==> src/rtl/npc_mem_arbiter_if.sv <==
// Bus bundle between the IFU/LSU masters, the arbiter and the pmem bridge.
// The arbiter uses the slave modport; the surrounding environment uses master.
interface npc_mem_arbiter_if #(
    parameter int ADDR_W = 32,
    parameter int DATA_W = 32
);
    localparam int MASK_W = DATA_W / 8;

    logic              ifu_req_valid;
    logic              ifu_req_ready;
    logic [ADDR_W-1:0] ifu_addr;
    logic              ifu_resp_valid;
    logic              ifu_resp_ready;
    logic [DATA_W-1:0] ifu_rdata;

    logic              lsu_req_valid;
    logic              lsu_req_ready;
    logic [ADDR_W-1:0] lsu_addr;
    logic              lsu_wen;
    logic [DATA_W-1:0] lsu_wdata;
    logic [MASK_W-1:0] lsu_wmask;
    logic              lsu_resp_valid;
    logic              lsu_resp_ready;
    logic [DATA_W-1:0] lsu_rdata;

    logic              mem_req_valid;
    logic              mem_req_ready;
    logic [ADDR_W-1:0] mem_addr;
    logic              mem_wen;
    logic [DATA_W-1:0] mem_wdata;
    logic [MASK_W-1:0] mem_wmask;
    logic              mem_resp_valid;
    logic              mem_resp_ready;
    logic [DATA_W-1:0] mem_rdata;

    modport slave (
        input  ifu_req_valid, ifu_addr, ifu_resp_ready,
        input  lsu_req_valid, lsu_addr, lsu_wen, lsu_wdata, lsu_wmask, lsu_resp_ready,
        input  mem_req_ready, mem_resp_valid, mem_rdata,
        output ifu_req_ready, ifu_resp_valid, ifu_rdata,
        output lsu_req_ready, lsu_resp_valid, lsu_rdata,
        output mem_req_valid, mem_addr, mem_wen, mem_wdata, mem_wmask, mem_resp_ready
    );

    modport master (
        output ifu_req_valid, ifu_addr, ifu_resp_ready,
        output lsu_req_valid, lsu_addr, lsu_wen, lsu_wdata, lsu_wmask, lsu_resp_ready,
        output mem_req_ready, mem_resp_valid, mem_rdata,
        input  ifu_req_ready, ifu_resp_valid, ifu_rdata,
        input  lsu_req_ready, lsu_resp_valid, lsu_rdata,
        input  mem_req_valid, mem_addr, mem_wen, mem_wdata, mem_wmask, mem_resp_ready
    );
endinterface

==> src/rtl/npc_mem_arbiter.sv <==
// Single-outstanding arbiter sharing the NPC pmem port between IFU and LSU.
// Define NPC_ARB_RR_EN for round-robin arbitration; default is fixed LSU-over-IFU priority.
module npc_mem_arbiter #(
    parameter int ADDR_W         = 32,
    parameter int DATA_W         = 32,
    parameter int TIMEOUT_CYCLES = 1023
) (
    input  logic                clk,
    input  logic                reset,
    npc_mem_arbiter_if.slave    bus,
    output logic                timeout_err
);
    localparam int MASK_W = DATA_W / 8;
    localparam int CNT_W  = $clog2(TIMEOUT_CYCLES + 2);
    localparam logic [CNT_W-1:0] TO_VAL = CNT_W'(TIMEOUT_CYCLES);

    typedef enum logic [1:0] {IDLE, REQ, RESP} state_e;

    state_e            state_q, state_d;
    logic              grant_lsu_q, grant_lsu_d;
    logic [ADDR_W-1:0] addr_q, addr_d;
    logic              wen_q, wen_d;
    logic [DATA_W-1:0] wdata_q, wdata_d;
    logic [MASK_W-1:0] wmask_q, wmask_d;
    logic [CNT_W-1:0]  cnt_q, cnt_d, cnt_inc;
    logic              err_q, err_d;
    logic              pick_lsu;

    // grant_lsu_q doubles as last_grant: it is only rewritten on a grant
`ifdef NPC_ARB_RR_EN
    assign pick_lsu = bus.lsu_req_valid && (!bus.ifu_req_valid || !grant_lsu_q);
`else
    assign pick_lsu = bus.lsu_req_valid;
`endif

    assign cnt_inc = cnt_q + 1'b1;

    always_comb begin
        state_d            = state_q;
        grant_lsu_d        = grant_lsu_q;
        addr_d             = addr_q;
        wen_d              = wen_q;
        wdata_d            = wdata_q;
        wmask_d            = wmask_q;
        cnt_d              = cnt_q;
        err_d              = err_q;
        bus.ifu_req_ready  = 1'b0;
        bus.lsu_req_ready  = 1'b0;
        bus.ifu_resp_valid = 1'b0;
        bus.lsu_resp_valid = 1'b0;
        bus.ifu_rdata      = '0;
        bus.lsu_rdata      = '0;
        bus.mem_req_valid  = 1'b0;
        bus.mem_resp_ready = 1'b0;
        unique case (state_q)
            IDLE: begin
                if (bus.ifu_req_valid || bus.lsu_req_valid) begin
                    // req_ready is gated by reset so every output reads 0 while reset is held
                    bus.ifu_req_ready = reset && !pick_lsu;
                    bus.lsu_req_ready = reset && pick_lsu;
                    grant_lsu_d       = pick_lsu;
                    addr_d            = pick_lsu ? bus.lsu_addr  : bus.ifu_addr;
                    wen_d             = pick_lsu && bus.lsu_wen;
                    wdata_d           = pick_lsu ? bus.lsu_wdata : '0;
                    wmask_d           = pick_lsu ? bus.lsu_wmask : '0;
                    cnt_d             = '0;
                    state_d           = REQ;
                end
            end
            REQ: begin
                bus.mem_req_valid = 1'b1;
                if (bus.mem_req_ready) state_d = RESP;
            end
            RESP: begin
                bus.ifu_resp_valid = !grant_lsu_q && bus.mem_resp_valid;
                bus.lsu_resp_valid = grant_lsu_q && bus.mem_resp_valid;
                bus.ifu_rdata      = grant_lsu_q ? '0 : bus.mem_rdata;
                bus.lsu_rdata      = grant_lsu_q ? bus.mem_rdata : '0;
                bus.mem_resp_ready = grant_lsu_q ? bus.lsu_resp_ready : bus.ifu_resp_ready;
                if (bus.mem_resp_valid && bus.mem_resp_ready) state_d = IDLE;
            end
            default: state_d = IDLE;
        endcase
        // Watchdog saturates at the limit; the sticky flag never disturbs the FSM
        if (state_q != IDLE) begin
            if (cnt_q != TO_VAL) cnt_d = cnt_inc;
            if (TIMEOUT_CYCLES != 0 && cnt_inc == TO_VAL) err_d = 1'b1;
        end
    end

    always_ff @(posedge clk or negedge reset) begin
        if (!reset) begin
            state_q     <= IDLE;
            grant_lsu_q <= 1'b1;
            addr_q      <= '0;
            wen_q       <= 1'b0;
            wdata_q     <= '0;
            wmask_q     <= '0;
            cnt_q       <= '0;
            err_q       <= 1'b0;
        end else begin
            state_q     <= state_d;
            grant_lsu_q <= grant_lsu_d;
            addr_q      <= addr_d;
            wen_q       <= wen_d;
            wdata_q     <= wdata_d;
            wmask_q     <= wmask_d;
            cnt_q       <= cnt_d;
            err_q       <= err_d;
        end
    end

    assign bus.mem_addr  = addr_q;
    assign bus.mem_wen   = wen_q;
    assign bus.mem_wdata = wdata_q;
    assign bus.mem_wmask = wmask_q;
    assign timeout_err   = err_q;
endmodule

==> src/flat_wrapper.sv <==
// flat-port wrapper written by rule: the top's interface ports become plain ports
module npc_mem_arbiter_flat 
#(
    parameter int ADDR_W         = 32,
    parameter int DATA_W         = 32,
    parameter int TIMEOUT_CYCLES = 1023
)
  (clk, reset, timeout_err, bus_ifu_req_valid, bus_ifu_addr, bus_ifu_resp_ready, bus_lsu_req_valid, bus_lsu_addr, bus_lsu_wen, bus_lsu_wdata, bus_lsu_wmask, bus_lsu_resp_ready, bus_mem_req_ready, bus_mem_resp_valid, bus_mem_rdata, bus_ifu_req_ready, bus_ifu_resp_valid, bus_ifu_rdata, bus_lsu_req_ready, bus_lsu_resp_valid, bus_lsu_rdata, bus_mem_req_valid, bus_mem_addr, bus_mem_wen, bus_mem_wdata, bus_mem_wmask, bus_mem_resp_ready);
  npc_mem_arbiter_if #(.ADDR_W(ADDR_W), .DATA_W(DATA_W)) bus_i ();
  input  logic clk;
  input  logic reset;
  output logic timeout_err;
  input wire logic [$bits(bus_i.ifu_req_valid)-1:0] bus_ifu_req_valid;
  input wire logic [$bits(bus_i.ifu_addr)-1:0] bus_ifu_addr;
  input wire logic [$bits(bus_i.ifu_resp_ready)-1:0] bus_ifu_resp_ready;
  input wire logic [$bits(bus_i.lsu_req_valid)-1:0] bus_lsu_req_valid;
  input wire logic [$bits(bus_i.lsu_addr)-1:0] bus_lsu_addr;
  input wire logic [$bits(bus_i.lsu_wen)-1:0] bus_lsu_wen;
  input wire logic [$bits(bus_i.lsu_wdata)-1:0] bus_lsu_wdata;
  input wire logic [$bits(bus_i.lsu_wmask)-1:0] bus_lsu_wmask;
  input wire logic [$bits(bus_i.lsu_resp_ready)-1:0] bus_lsu_resp_ready;
  input wire logic [$bits(bus_i.mem_req_ready)-1:0] bus_mem_req_ready;
  input wire logic [$bits(bus_i.mem_resp_valid)-1:0] bus_mem_resp_valid;
  input wire logic [$bits(bus_i.mem_rdata)-1:0] bus_mem_rdata;
  output wire logic [$bits(bus_i.ifu_req_ready)-1:0] bus_ifu_req_ready;
  output wire logic [$bits(bus_i.ifu_resp_valid)-1:0] bus_ifu_resp_valid;
  output wire logic [$bits(bus_i.ifu_rdata)-1:0] bus_ifu_rdata;
  output wire logic [$bits(bus_i.lsu_req_ready)-1:0] bus_lsu_req_ready;
  output wire logic [$bits(bus_i.lsu_resp_valid)-1:0] bus_lsu_resp_valid;
  output wire logic [$bits(bus_i.lsu_rdata)-1:0] bus_lsu_rdata;
  output wire logic [$bits(bus_i.mem_req_valid)-1:0] bus_mem_req_valid;
  output wire logic [$bits(bus_i.mem_addr)-1:0] bus_mem_addr;
  output wire logic [$bits(bus_i.mem_wen)-1:0] bus_mem_wen;
  output wire logic [$bits(bus_i.mem_wdata)-1:0] bus_mem_wdata;
  output wire logic [$bits(bus_i.mem_wmask)-1:0] bus_mem_wmask;
  output wire logic [$bits(bus_i.mem_resp_ready)-1:0] bus_mem_resp_ready;
  assign bus_i.ifu_req_valid = bus_ifu_req_valid;
  assign bus_i.ifu_addr = bus_ifu_addr;
  assign bus_i.ifu_resp_ready = bus_ifu_resp_ready;
  assign bus_i.lsu_req_valid = bus_lsu_req_valid;
  assign bus_i.lsu_addr = bus_lsu_addr;
  assign bus_i.lsu_wen = bus_lsu_wen;
  assign bus_i.lsu_wdata = bus_lsu_wdata;
  assign bus_i.lsu_wmask = bus_lsu_wmask;
  assign bus_i.lsu_resp_ready = bus_lsu_resp_ready;
  assign bus_i.mem_req_ready = bus_mem_req_ready;
  assign bus_i.mem_resp_valid = bus_mem_resp_valid;
  assign bus_i.mem_rdata = bus_mem_rdata;
  assign bus_ifu_req_ready = bus_i.ifu_req_ready;
  assign bus_ifu_resp_valid = bus_i.ifu_resp_valid;
  assign bus_ifu_rdata = bus_i.ifu_rdata;
  assign bus_lsu_req_ready = bus_i.lsu_req_ready;
  assign bus_lsu_resp_valid = bus_i.lsu_resp_valid;
  assign bus_lsu_rdata = bus_i.lsu_rdata;
  assign bus_mem_req_valid = bus_i.mem_req_valid;
  assign bus_mem_addr = bus_i.mem_addr;
  assign bus_mem_wen = bus_i.mem_wen;
  assign bus_mem_wdata = bus_i.mem_wdata;
  assign bus_mem_wmask = bus_i.mem_wmask;
  assign bus_mem_resp_ready = bus_i.mem_resp_ready;
  npc_mem_arbiter #(.ADDR_W(ADDR_W), .DATA_W(DATA_W), .TIMEOUT_CYCLES(TIMEOUT_CYCLES)) u_core (.clk(clk), .reset(reset), .bus(bus_i), .timeout_err(timeout_err));
endmodule
==> config.mk <==
export PLATFORM = sky130hd
export DESIGN_NAME = npc_mem_arbiter_flat
export DESIGN_NICKNAME = d
export VERILOG_FILES = /design/src/rtl/npc_mem_arbiter_if.sv /design/src/rtl/npc_mem_arbiter.sv /design/src/flat_wrapper.sv
export SDC_FILE = /design/constraint.sdc
export NUM_CORES = 1
export LEC_CHECK = 0
export BUFFER_PORTS_ARGS = -buffer_cell sky130_fd_sc_hd__buf_2
export CORE_AREA = 2 2 108 110
export CTS_CLUSTER_DIAMETER = 200
export DETAILED_ROUTE_END_ITERATION = 6
export DIE_AREA = 0 0 110 112
export HOLD_SLACK_MARGIN = 0.12
export PLACE_DENSITY_LB_ADDON = 0.15
export REMOVE_ABC_BUFFERS = 1
export SLEW_MARGIN = 20
export SYNTH_ARGS = -nofsm -noshare
export SYNTH_HDL_FRONTEND = slang
export SYNTH_SLANG_ARGS = --single-unit
==> constraint.sdc <==
create_clock -name clk -period 4.07 [get_ports clk]
set_input_delay 0.407 -clock clk [delete_from_list [all_inputs] [get_ports clk]]
set_output_delay 0.407 -clock clk [all_outputs]
set_load 0.02 [all_outputs]
Word level (Yosys, flattened, before mapping)

Index checks and enable logic that the tools add are counted.

Equal/unequal tests: 7
Reduce and logical (&&, ||, !) cells: 14
Multiplexer cells: 24
Add/sub/neg operators: 1

Operators with widths:

| kind                    | number |
|---|---|
| $mux W32                | 6 |
| $mux W11                | 4 |
| $add A11 B1 Y11 const B | 1 |
| $eq A11 B10 Y1 const B  | 1 |
| $ne A11 B10 Y1 const B  | 1 |
| $mux W1                 | 9 |
| $logic_and A1 B1 Y1     | 6 |
| $mux W2                 | 3 |
| $pmux W2 S3             | 1 |
| $mux W4                 | 1 |
| $ne A2 B1 Y1 const B    | 2 |
| $reduce_and A2 Y1       | 2 |
| $reduce_and A3 Y1       | 1 |
| $eq A2 B1 Y1 const B    | 1 |
| $eq A2 B2 Y1 const B    | 1 |
| $logic_not A1 Y1        | 2 |
| $logic_not A2 Y1        | 1 |
| $ne A2 B2 Y1 const B    | 1 |
| $reduce_bool A2 Y1      | 1 |
| $logic_or A1 B1 Y1      | 1 |

Bits of input ports: 141
Logic and storage cells: 54
Register bits: 84

Depth between registers and ports, before layout

Depth after elaboration: 5
Depth in mapped cells: 7
Mapped depth without buffers: 6

Least setup slack after synthesis

No wires, ideal clock.

Path type: input to output
Start point: input bus_lsu_req_valid
End point: output bus_ifu_req_ready
Setup slack: 2.252 ns
Data arrival time: 1.411 ns
Data required time: 3.663 ns
Stages on the path: 3
Buffers on the path: 2
Cell sequence: buf_2 -> buf_1 -> nor3b_1

Longest elaborated chain between the ends: 4
Elaborated cells between the ends (all ways): 5
Classes of those cells: mux (2); reduce/logical (3)

RTL lines:

| item                | RTL line              | source |
|---|---|---|
| start, declared     | flat_wrapper.sv:16    | `input wire logic [$bits(bus_i.lsu_req_valid)-1:0] bus_lsu_req_valid;` |
| $logic_not A1 Y1    | npc_mem_arbiter.sv:59 | `bus.ifu_req_ready = reset && !pick_lsu;` |
| $logic_and A1 B1 Y1 | npc_mem_arbiter.sv:59 |  |
| $mux W1 (*)         | npc_mem_arbiter.sv:57 | `if (bus.ifu_req_valid \|\| bus.lsu_req_valid) begin` |
| $mux W1 (*)         | npc_mem_arbiter.sv:55 | `unique case (state_q)` |
| end, declared       | flat_wrapper.sv:25    | `output wire logic [$bits(bus_i.ifu_req_ready)-1:0] bus_ifu_req_ready;` |

Every way passes the cells marked *; elsewhere a longest branch is shown, timed or not.

Final worst setup path

Start point: input reset
End point: output bus_ifu_req_ready

Longest elaborated chain between the ends: 3

RTL lines:

| item                | RTL line              | source |
|---|---|---|
| start, declared     | flat_wrapper.sv:11    | `input logic reset;` |
| $logic_and A1 B1 Y1 | npc_mem_arbiter.sv:59 |  |
| $mux W1             | npc_mem_arbiter.sv:57 |  |
| $mux W1             | npc_mem_arbiter.sv:55 |  |

Every way passes these cells.

==> qor.csv <==
stage,metric,value,unit
logic_synthesis,yosys.cell_types.count,40,
worst_setup_path,r2r_start,u_core.cnt_q[6],
logic_synthesis,synth_area,4079,µm²
worst_setup_path,start_kind,input pin,
logic_synthesis,ys_seq_area_share,51.56,%
sta,slew_headroom,51.82,%
global_routing,overflow,0,
hold_path,holdPathEnd,u_core.bus.mem_wdata[8],
worst_setup_path,required,3.66,ns
sta,fin_setup_tns,0,ns
route,drcViolationCount,0,
clock_network,numCtsBuffers,9,
route,wl_per_cell,14.10,µm
clock_network,tritoncts,yes,
worst_setup_path,path_cells,"dlygate4sd3_1, buf_4, nor3b_1, buf_2",
placed_design,dp.cells,792,
sta,holdWs,0.2913,ns
worst_setup_path,rrSetupSlack,2.11,ns
power_and_ir_drop,vdd_drop_max,0.0003733,V
logic_synthesis,ys_seq_elements,84,
layout,fin_nets,805,
route,first_pass_iters,4,
route,wl,11.42,mm
route,ant_nets,0,
placed_design,gp_congestion,0.7961,
logic_synthesis,synth_area_leaders,"dfrtp_1 (51%), and2_1 (10%), mux2i_1 (8.1%)",
layout,fin_area,5927,µm²
logic_synthesis,synth_top_area_share,50.92,%
layout,n_fill_cell,1054,
global_routing,grt_usage,18.53,%
sta,worstMarginPinSlew,0.7228,ns
floorplan,design.core.area,11170,µm²
placed_design,hpwl,8.769,mm
placed_design,place_area,5593,µm²
power_and_ir_drop,power_leakage,3.318,nW
sta,rsz0062_at_grt,no,
sta,final.min_clock_period,2.099,ns
sta,setup_viol,0,
layout,utilization,53.04,%
hold_path,hold_start,bus_lsu_wdata[8],
clock_network,postCtsSetupRepairBufs,0,
worst_setup_path,slowest_delay,0.53,ns
power_and_ir_drop,p_total,4.028,mW
floorplan,fp-row-count,39,
hold_path,min_path_cells,2,
clock_network,clk_root_buffer_cell,clkbuf_16,
sta,final_max_slew_viol_count,0,
worst_setup_path,r2r_end,u_core.cnt_q[3],
global_routing,antenna_found_initial,0,
floorplan,initial_utilization,36.50,%
logic_synthesis,synth_largest_area_cell,dfrtp_1,
worst_setup_path,critical_path_class,in2out,
outcome,status,"finished, final reports clean",
layout,n_antenna_cell,0,
worst_setup_path,rr_worst_depth,5,
route,vias,3786,
clock_network,cts_htree_levels,3,
placed_design,io_buffer_count,280,
clock_network,clkTransAtPathRegs,0.07,ns
worst_setup_path,critPathMaxFanout,29,
logic_synthesis,syn_inst,391,
floorplan,ios,281,
sta,finalCritPeriodShare,51.57,%
logic_synthesis,syn_area_per_cell,10.43,µm²
layout,final_cell_mix,"buf_2 (279), dfrtp_1 (83), and2_1 (67), nand2_1 (39), o21ai_0 (39)",
worst_setup_path,crit_slowest_cell,dlygate4sd3_1,
clock_network,insertion_delay,0.33,ns
floorplan,die_x,110,µm
sta,fmax,0.4764,GHz
job,cap_violations,0,
global_routing,grt_max_degree,59,
sta,fin_skew,0.007258,ns
logic_synthesis,ys_warn_count,0,
clock_network,cts.sinks,84,
layout,final_cells,810,
global_routing,grt_pass1_wl,17.91,mm
worst_setup_path,end_kind,primary output,
global_routing,grt_pass1_vias,3627,
route,vias_per_cell,4.674,
route,drtIter0Drc,105,
layout,drive_above_1_share,47.23,%
layout,syn_to_final_growth,45.31,%
floorplan,die_y,112,µm
worst_setup_path,arrival,1.69,ns
hold_path,hp-class,in2reg,
power_and_ir_drop,powerDensity,679.6,nW/µm²
floorplan,dieArea,12320,µm²
placed_design,pre_cts_ws,1.625,ns
layout,mostFrequentLayoutCell,buf_2,
clock_network,clockBufferDepth,2,
sta,hold_violations,0,
sta,fin_ws,1.971,ns
cell type report:
| type | count | area (µm²) | share of cell area (%) |
|---|---|---|---|
| clock buffer | 10 | 239.0 | 4.032 |
| clock inverter | 6 | 71.32 | 1.203 |
| inverter | 5 | 18.77 | 0.3167 |
| multi-input combinational | 274 | 1846 | 31.14 |
| sequential | 84 | 2103 | 35.49 |
| tap | 143 | 178.9 | 3.019 |
| timing repair buffer | 288 | 1470 | 24.80 |
synth_stat cells (all sizes together):
master and count:
dfrtp 83, and2 67, nand2 40, o21ai 40
a22o 37, mux2i 33, buf 19, nand3 11
clkbuf 9, nor2 9, inv 5, xnor2 4
xor2 4, and3 3, a21o 2, ha 2
nand2b 2, nand4 2, nor2b 2, o22ai 2
o41ai 2, a21oi 1, a32oi 1, a41oi 1
and4 1, dfstp 1, mux2 1, nor3 1
nor3b 1, nor4b 1, o2bb2ai 1, o311ai 1
o32ai 1, or2 1
metal layers:
metal	part of all wire, %	wire, µm	global-route usage (%)	vias to the layer above
met2	50	5659	30.59	139
met5	0	0	0	-
li1	-	-	-	1893
met3	7.1	807	5.562	15
met4	1.6	181	5.823	0
met1	42	4773	23.11	1739
where the power goes:
part           internal (mW)  switching (mW)
Sequential              1.18           0.193
Clock                  0.496           0.325
Combinational          0.666            1.17
how the worst max path moves through the flow:
stage,startpoint,to,slack (ns)
after floorplan,bus_lsu_req_valid,u_core.cnt_q[5],-2.64
after global placement,u_core.state_q[0],bus_lsu_rdata[12],1.79
after detailed placement,u_core.state_q[0],bus_lsu_rdata[9],1.63
after CTS,u_core.state_q[0],bus_lsu_rdata[9],1.28
after global routing,reset,bus_ifu_req_ready,1.85
final,reset,bus_ifu_req_ready,1.97
flip-flops by register name (all words and copies together) (netlist names):
register	count
u_core.bus.mem_addr	32
u_core.bus.mem_wdata	32
u_core.cnt_q	11
u_core.bus.mem_wmask	4
u_core.state_q	2
u_core.bus.mem_wen	1
u_core.grant_lsu_q	1
u_core.timeout_err	1
worst max-delay path, delay by kind of cell:
family / cells / cell delay, ns
buf+inv: 3 / 1.07
simple gates: 1 / 0.21
kinds of logic after synthesis:
group,Yosys count,synth area share [%]
multiplexers,34,8.374
flip-flops,84,51.56
XOR/XNOR,8,1.718
AND/OR/NAND/NOR,141,18.83
AO/OA/AOI/OAI,89,15.37
buffers and inverters,33,3.528
adder cells (fa/ha/maj),2,0.6134
repair_timing:
action	CTS	global route
setup endpoints to repair	0	0
endpoints found under the hold margin	25	0
gates resized for setup	0	0
hold buffers	1	0
Note: power is estimated with default switching activity, not from simulation.
